--- src/rtl/ttt_game_ctrl.sv ---
// Tic-tac-toe game controller: button edge detection, cursor movement, piece
// placement, turn alternation and win/draw detection for the VGA grid renderer.
module ttt_game_ctrl #(
  parameter int START_CELL   = 0,
  parameter bit FIRST_PLAYER = 1'b0
) (
  input  logic        clk,
  input  logic        reset_n,
  input  logic        tick,
  input  logic        btnL,
  input  logic        btnR,
  input  logic        btnU,
  input  logic        btnD,
  input  logic        btnC,
  output logic [8:0]  cursor,
  output logic [17:0] board,
  output logic        turn,
  output logic [1:0]  game_state,
  output logic [1:0]  winner,
  output logic [8:0]  win_line,
  output logic        illegal
);

  typedef enum logic [2:0] {S_IDLE, S_PLAY, S_CHECK, S_WIN, S_DRAW} state_t;

  localparam logic [3:0] START_IDX    = 4'(START_CELL);
  localparam logic [8:0] START_ONEHOT = 9'b1 << START_CELL;

  state_t      state;
  logic [4:0]  btn_now;
  logic [4:0]  btn_prev;
  logic [4:0]  press;
  logic [3:0]  cur_idx;
  logic [3:0]  next_idx;
  logic [1:0]  mover;
  logic [1:0]  cell_at_cursor;
  logic [8:0]  owned;

  function automatic logic [8:0] line_mask(input int k);
    case (k)
      0:       return 9'b000000111;
      1:       return 9'b000111000;
      2:       return 9'b111000000;
      3:       return 9'b001001001;
      4:       return 9'b010010010;
      5:       return 9'b100100100;
      6:       return 9'b100010001;
      7:       return 9'b001010100;
      default: return 9'b000000000;
    endcase
  endfunction

  // Union of every complete line held by `who`; zero when no line is complete.
  function automatic logic [8:0] owned_cells(input logic [17:0] b, input logic [1:0] who);
    logic [8:0] mine;
    logic [8:0] acc;
    acc = '0;
    for (int i = 0; i < 9; i++) mine[i] = (b[2*i +: 2] == who);
    for (int k = 0; k < 8; k++)
      if ((mine & line_mask(k)) == line_mask(k)) acc = acc | line_mask(k);
    return acc;
  endfunction

  function automatic logic board_full(input logic [17:0] b);
    logic full;
    full = 1'b1;
    for (int i = 0; i < 9; i++) if (b[2*i +: 2] == 2'b00) full = 1'b0;
    return full;
  endfunction

  // Cursor rotation mod 9; L > R > U > D when several are pressed together.
  function automatic logic [3:0] step_cursor(input logic [3:0] idx, input logic [3:0] p);
    if (p[3])      return (idx == 4'd0) ? 4'd8 : idx - 4'd1;
    else if (p[2]) return (idx == 4'd8) ? 4'd0 : idx + 4'd1;
    else if (p[1]) return (idx < 4'd3)  ? idx + 4'd6 : idx - 4'd3;
    else if (p[0]) return (idx > 4'd5)  ? idx - 4'd6 : idx + 4'd3;
    else           return idx;
  endfunction

  assign btn_now        = {btnC, btnL, btnR, btnU, btnD};
  assign press          = tick ? (btn_now & ~btn_prev) : 5'b00000;
  assign next_idx       = step_cursor(cur_idx, press[3:0]);
  assign mover          = turn ? 2'b10 : 2'b01;
  assign cell_at_cursor = board[{cur_idx, 1'b0} +: 2];
  assign owned          = owned_cells(board, mover);

  always_ff @(posedge clk or negedge reset_n) begin
    if (!reset_n) begin
      state      <= S_IDLE;
      btn_prev   <= '0;
      cur_idx    <= START_IDX;
      cursor     <= START_ONEHOT;
      board      <= '0;
      turn       <= FIRST_PLAYER;
      game_state <= 2'b00;
      winner     <= 2'b00;
      win_line   <= '0;
      illegal    <= 1'b0;
    end else begin
      illegal <= 1'b0;
      if (tick) btn_prev <= btn_now;
      case (state)
        S_IDLE: begin
          if (press[4]) begin
            state      <= S_PLAY;
            game_state <= 2'b01;
            turn       <= FIRST_PLAYER;
            cur_idx    <= START_IDX;
            cursor     <= START_ONEHOT;
          end
        end
        S_PLAY: begin
          if (press[4]) begin
            if (cell_at_cursor != 2'b00) begin
              illegal <= 1'b1;
            end else begin
              board[{cur_idx, 1'b0} +: 2] <= mover;
              state <= S_CHECK;
            end
          end else if (|press[3:0]) begin
            cur_idx <= next_idx;
            cursor  <= 9'b1 << next_idx;
          end
        end
        // The just-written piece is already in board, so only the mover can have won.
        S_CHECK: begin
          if (|owned) begin
            state      <= S_WIN;
            game_state <= 2'b10;
            winner     <= mover;
            win_line   <= owned;
          end else if (board_full(board)) begin
            state      <= S_DRAW;
            game_state <= 2'b11;
          end else begin
            state <= S_PLAY;
            turn  <= ~turn;
          end
        end
        S_WIN, S_DRAW: begin
          if (press[4]) begin
            state      <= S_IDLE;
            game_state <= 2'b00;
            board      <= '0;
            winner     <= 2'b00;
            win_line   <= '0;
            turn       <= FIRST_PLAYER;
            cur_idx    <= START_IDX;
            cursor     <= START_ONEHOT;
          end
        end
        default: state <= S_IDLE;
      endcase
    end
  end

endmodule

--- config.mk ---
export PLATFORM = sky130hd
export DESIGN_NAME = ttt_game_ctrl
export DESIGN_NICKNAME = d
export VERILOG_FILES = /design/src/rtl/ttt_game_ctrl.sv
export SDC_FILE = /design/constraint.sdc
export NUM_CORES = 1
export LEC_CHECK = 0
export BUFFER_PORTS_ARGS = -buffer_cell sky130_fd_sc_hd__buf_2
export CAP_MARGIN = 20
export CORE_MARGIN = 1
export CORE_UTILIZATION = 58
export CTS_CLUSTER_SIZE = 20
export DETAILED_ROUTE_END_ITERATION = 10
export PLACE_DENSITY = 0.8
export SLEW_MARGIN = 25
export SYNTH_ARGS = -nofsm -noshare
export SYNTH_HDL_FRONTEND = slang
export SYNTH_SLANG_ARGS = --single-unit
--- constraint.sdc ---
create_clock -name clk -period 3.6 [get_ports clk]
set_input_delay 0.36 -clock clk [delete_from_list [all_inputs] [get_ports clk]]
set_output_delay 0.36 -clock clk [all_outputs]
set_load 0.02 [all_outputs]
==> reports/metrics.sh <==
MAPPEDNETLISTAREA_UM2=3630
NUMBER_OF_INSTANCES_IN_THE_SYNTHESIZED_NETLIST=420
CHIPWIDTH_UM=81.11
WORSTPATHMAXFANOUT=10
PORT_BUFFERS=49
IO_PINS=50
RELSLEWSLACK_PCT=38.76
CRITICAL_PATH.CELL_CHAIN='inv_1, ha_1, nor3b_2, nor2_2, mux2i_1, a2111oi_2, o21ai_1, or3_4, o31ai_1'
WORSTMARGINPINSLEW_NS=0.9186
CTS_REPAIR_RESIZE_COUNT=0
GRT_ANTENNA_BEFORE_REPAIR=0
RESULT_OF_THE_RUN='completed'
FINALWIRELENGTH_UM=9166
SETUP_TOTAL_NEGATIVE_SLACK_NS=0
GRT-BUSIEST-LAYER='met2'
POWER_DENSITY_nW_PER_UM2=701.5
TIMING.FMAX_MHz=338.9
WL_PER_CELL_UM=17.13
CLOCK_TREE.BUFFER_DEPTH=2
CRIT_ARRIVAL_NS=3.19
AVGVIACOUNTPERCELL=6.432
SETUP_REPAIR_AFTER_GLOBAL_ROUTING_MISSED_ITS_MARGIN='no'
YOSYSUNIQUECELLTYPES=60
FINAL_CELL_AREA_UM2=3984
P_INT_uW=1440
ANTENNA_CELLS_INSERTED=0
NUM_VIAS=3441
FINAL_LAYOUT_SIZE_SUFFIX_GT1_SHARE_PCT=18.04
FINAL_MIN_PERIOD_OVER_CLOCK_PERIOD_PCT=81.96
POWER.SHARE.SEQUENTIAL_PCT=36.2
AREA_DELTA_SYNTH_FINAL_PCT=9.755
DRV_SLEW=0
P_LEAK_uW=0.001736
HOLDBUFCOUNTCTS=0
CLOCK_LATENCY_NS=0.33
FP-ROW-COUNT=28
GLOBAL_ROUTE.USAGE.TOTAL_PCT=29.42
CRITICAL_PATH.MAX_STAGE_DELAY_NS=0.53
PWR-SHARE-CLK_PCT=13.3
DESIGN.DIE.AREA_UM2=6579
MET2_USE_GR_PCT=48.07
CRITICAL_PATH.ENDPOINT_TYPE='flop'
FINAL.MIN_CLOCK_PERIOD_NS=2.950
SEQUENTIAL_FRACTION_OF_THE_SYNTHESIS_AREA_PCT=37.26
MET3_ROUTING_RESOURCE_USAGE_AFTER_GLOBAL_ROUTING_PCT=4.944
SYNTH_FLOP_CELL='sky130_fd_sc_hd__dfrtp_1'
H_TREE_DEPTH=2
PLACEMENT.CELL_AREA_UM2=3886
CRITICAL_PATH_LAUNCH_POINT_TYPE='flop'
CTS_TREE='yes'
GPL.FINAL_WEIGHTED_CONGESTION=0.9942
CRIT_TYPE='flop to flop'
ROOT_BUFFER='sky130_fd_sc_hd__clkbuf_8'
DRT-PASS1-ITER-COUNT=5
DESIGN.FINAL.NETS=477
COREAREA_UM2=5991
MIN_PATH_TYPE='primary input to asynchronous set/reset pin'
TIMING.FINAL.HOLD_VIOLATIONS=0
CLK_PIN_SLEW_NS=0.11
P_SWITCHING_uW=1355
DRV_CAP=0
NFILLCELLS=518
YOSYSWARNINGS=0
FIN_HOLD_WS_NS=0.1632
CTS-BUFFERS-INSERTED=5
WORST-ENDPOINT-REQUIRED_NS=3.84
INITIAL_CORE_UTIL_PCT=60.59
SYNTH.AVG_CELL_AREA_UM2=8.642
LARGEST_NET_DEGREE_AT_THE_START_OF_GLOBAL_ROUTING=41
DP.FINAL_HPWL_UM=6630
POWER_SWITCHING_SHARE_PCT=48.48
ANTENNA_LEFT=0
ROUTE.DETAILED.DRC=0
WORST_CLOCK_SKEW_NS=0.01523
POSTSYNTHNETCOUNT=438
POST_CTS.REPAIR.SETUP_BUFFERS=0
DR.FIRST_ITER.DRC_COUNT=278
FINALSETUPVIOLCOUNT=0
FIRST_PASS_GRT_WIRE_LENGTH_UM=14670
YS_FF_LATCH=54
CPMAXSTAGEDELAYCELL='sky130_fd_sc_hd__dfrtp_1'
FRACTION_OF_REGISTERS_WITH_ASYNC_SET_RESET_PCT=100.0
GR-USAGE-MET1_PCT=38.44
FLOORPLAN_DIE_HEIGHT_UM=81.11
GRT_PASS1_VIAS=3026
PEAKVDDDROP_mV=0.4427
COUNT_OF_FLIP_FLOPS_WITH_A_BUILT_IN_ENABLE_AFTER_SYNTHESIS=0
OVERFLOW=0
CLOCK_SINK_COUNT=54
POWER_FRAC_COMB_PCT=50.6
==> layer usage <==
| layer | share of wire (%) | vias to the layer above | routed length, µm |
|---|---|---|---|
| li1 | - | 1619 | - |
| met1 | 43 | 1642 | 3953 |
| met2 | 48 | 153 | 4413 |
| met3 | 6.1 | 27 | 557 |
| met4 | 2.6 | 0 | 241 |
| met5 | 0 | - | 0 |
==> cell usage in the layout, fill, tap and decap left out, types with 3 or more instances in the layout <==
cell	instances
sky130_fd_sc_hd__a31oi_1	5
sky130_fd_sc_hd__mux2i_1	4
sky130_fd_sc_hd__nor2_1	27
sky130_fd_sc_hd__a41oi_1	3
sky130_fd_sc_hd__nor3_1	15
sky130_fd_sc_hd__inv_1	6
sky130_fd_sc_hd__a21o_1	7
sky130_fd_sc_hd__mux2_2	6
sky130_fd_sc_hd__nand2_1	50
sky130_fd_sc_hd__nand3_1	15
sky130_fd_sc_hd__o21ai_0	31
sky130_fd_sc_hd__nand2b_1	8
sky130_fd_sc_hd__and2_1	8
sky130_fd_sc_hd__a22oi_1	10
sky130_fd_sc_hd__buf_4	4
sky130_fd_sc_hd__nand3b_1	7
sky130_fd_sc_hd__o211ai_1	5
sky130_fd_sc_hd__nor4_1	3
sky130_fd_sc_hd__dfrtp_1	53
sky130_fd_sc_hd__clkbuf_8	5
sky130_fd_sc_hd__a21oi_1	21
sky130_fd_sc_hd__buf_2	49
sky130_fd_sc_hd__nor3b_1	5
sky130_fd_sc_hd__o21ai_1	17
sky130_fd_sc_hd__nor2b_1	18
sky130_fd_sc_hd__and3b_1	10
sky130_fd_sc_hd__o31ai_1	15
sky130_fd_sc_hd__ha_1	10
==> cell families after synthesis <==
family                   synth area share, %
adder cells (fa/ha/maj)                3.447
AO/OA/AOI/OAI                          22.82
AND/OR/NAND/NOR                        27.47
multiplexers                           4.205
buffers and inverters                  3.826
XOR/XNOR                              0.9654
flip-flops                             37.26
==> Yosys cell counts (all sizes together), types with 3 or more instances <==
cell type / instances / share of area, %
a22oi: 10 / 2.1
a31oi: 5 / 0.86
nand2b: 8 / 1.4
and3b: 10 / 2.4
buf: 13 / 2.3
o21ai: 48 / 6.6
o211ai: 5 / 1.0
nand3b: 7 / 1.4
nand2: 50 / 5.2
mux2i: 4 / 1.1
or3b: 3 / 0.72
nor4: 4 / 0.86
nor2: 28 / 3.0
clkbuf: 8 / 0.83
a21o: 7 / 1.4
inv: 7 / 0.72
and2: 8 / 1.4
a41oi: 3 / 0.72
nor3b: 6 / 1.4
nor3: 15 / 2.1
mux2: 6 / 1.9
nand3: 15 / 2.1
o31ai: 16 / 3.7
dfrtp: 53 / 37
nor2b: 18 / 3.1
a21oi: 21 / 2.9
ha: 10 / 3.4
==> power by group through the flow <==
stage / logic, µW / clock network (µW) / registers (µW)
after floorplan: 951 / 0 / 1080
after global placement: 1380 / 0 / 1010
after detailed placement: 1390 / 0 / 1020
after CTS: 1400 / 376 / 1010
after global routing: 1550 / 399 / 1040
final: 1410 / 370 / 1010
==> registers in the layout, summed over array words and instances (netlist names) <==
| signal | flops |
|---|---|
| board | 18 |
| cursor | 9 |
| win_line | 9 |
| btn_prev | 5 |
| cur_idx | 4 |
| state | 3 |
| game_state | 2 |
| winner | 2 |
| illegal | 1 |
| turn | 1 |
==> worst max-delay path, delay by kind of cell (launching register included) <==
kind            cells  cell delay (ns)
fa+ha+maj           1             0.38
simple gates        3             0.80
buf+inv             1             0.22
flops               1             0.53
mux                 1             0.15
compound gates      3             0.78
==> path summary, 6_finish.rpt <==
| check | start | to | slack (ns) | cells after the start |
|---|---|---|---|---|
| max | cur_idx[1] | cursor[6] | 0.65 | 9 |
| min | reset_n | board[1] | 0.16 | 1 |
| max reg2reg | cur_idx[1] | cursor[6] | 0.65 | 9 |
| min reg2reg | cursor[0] | cursor[0] | 0.47 | 2 |
| max in group asynchronous | reset_n | cursor[0] | 2.61 | 2 |
| min in group clk | btnD | btn_prev[0] | 0.27 | 2 |
==> through the flow <==
| stage | power [µW] | std cells | util (%) | setup slack (ns) |
|---|---|---|---|---|
| detailed placement | 2414 | 527 | 64.87 | 0.6896 |
| global route | 2994 | 535 | 66.50 | 0.3704 |
| CTS | 2788 | 535 | 66.50 | 0.6877 |
| finish | 2795 | 535 | 66.50 | 0.6495 |
| floorplan | 2030 | 420 | - | 1.065 |
| global placement | 2384 | 527 | 64.87 | 0.8175 |
==> cell type report <==
type / instances / area [µm²] / share of cell area (%)
clock inverters: 3 / 28.78 / 0.7224
multi-input cells: 338 / 2138 / 53.67
flip-flops and latches: 54 / 1353 / 33.95
clock buffers: 5 / 68.82 / 1.727
repair buffers: 53 / 275.3 / 6.910
well taps: 75 / 93.84 / 2.356
inverters: 7 / 26.28 / 0.6595
Power figures use the tool's default switching activity.
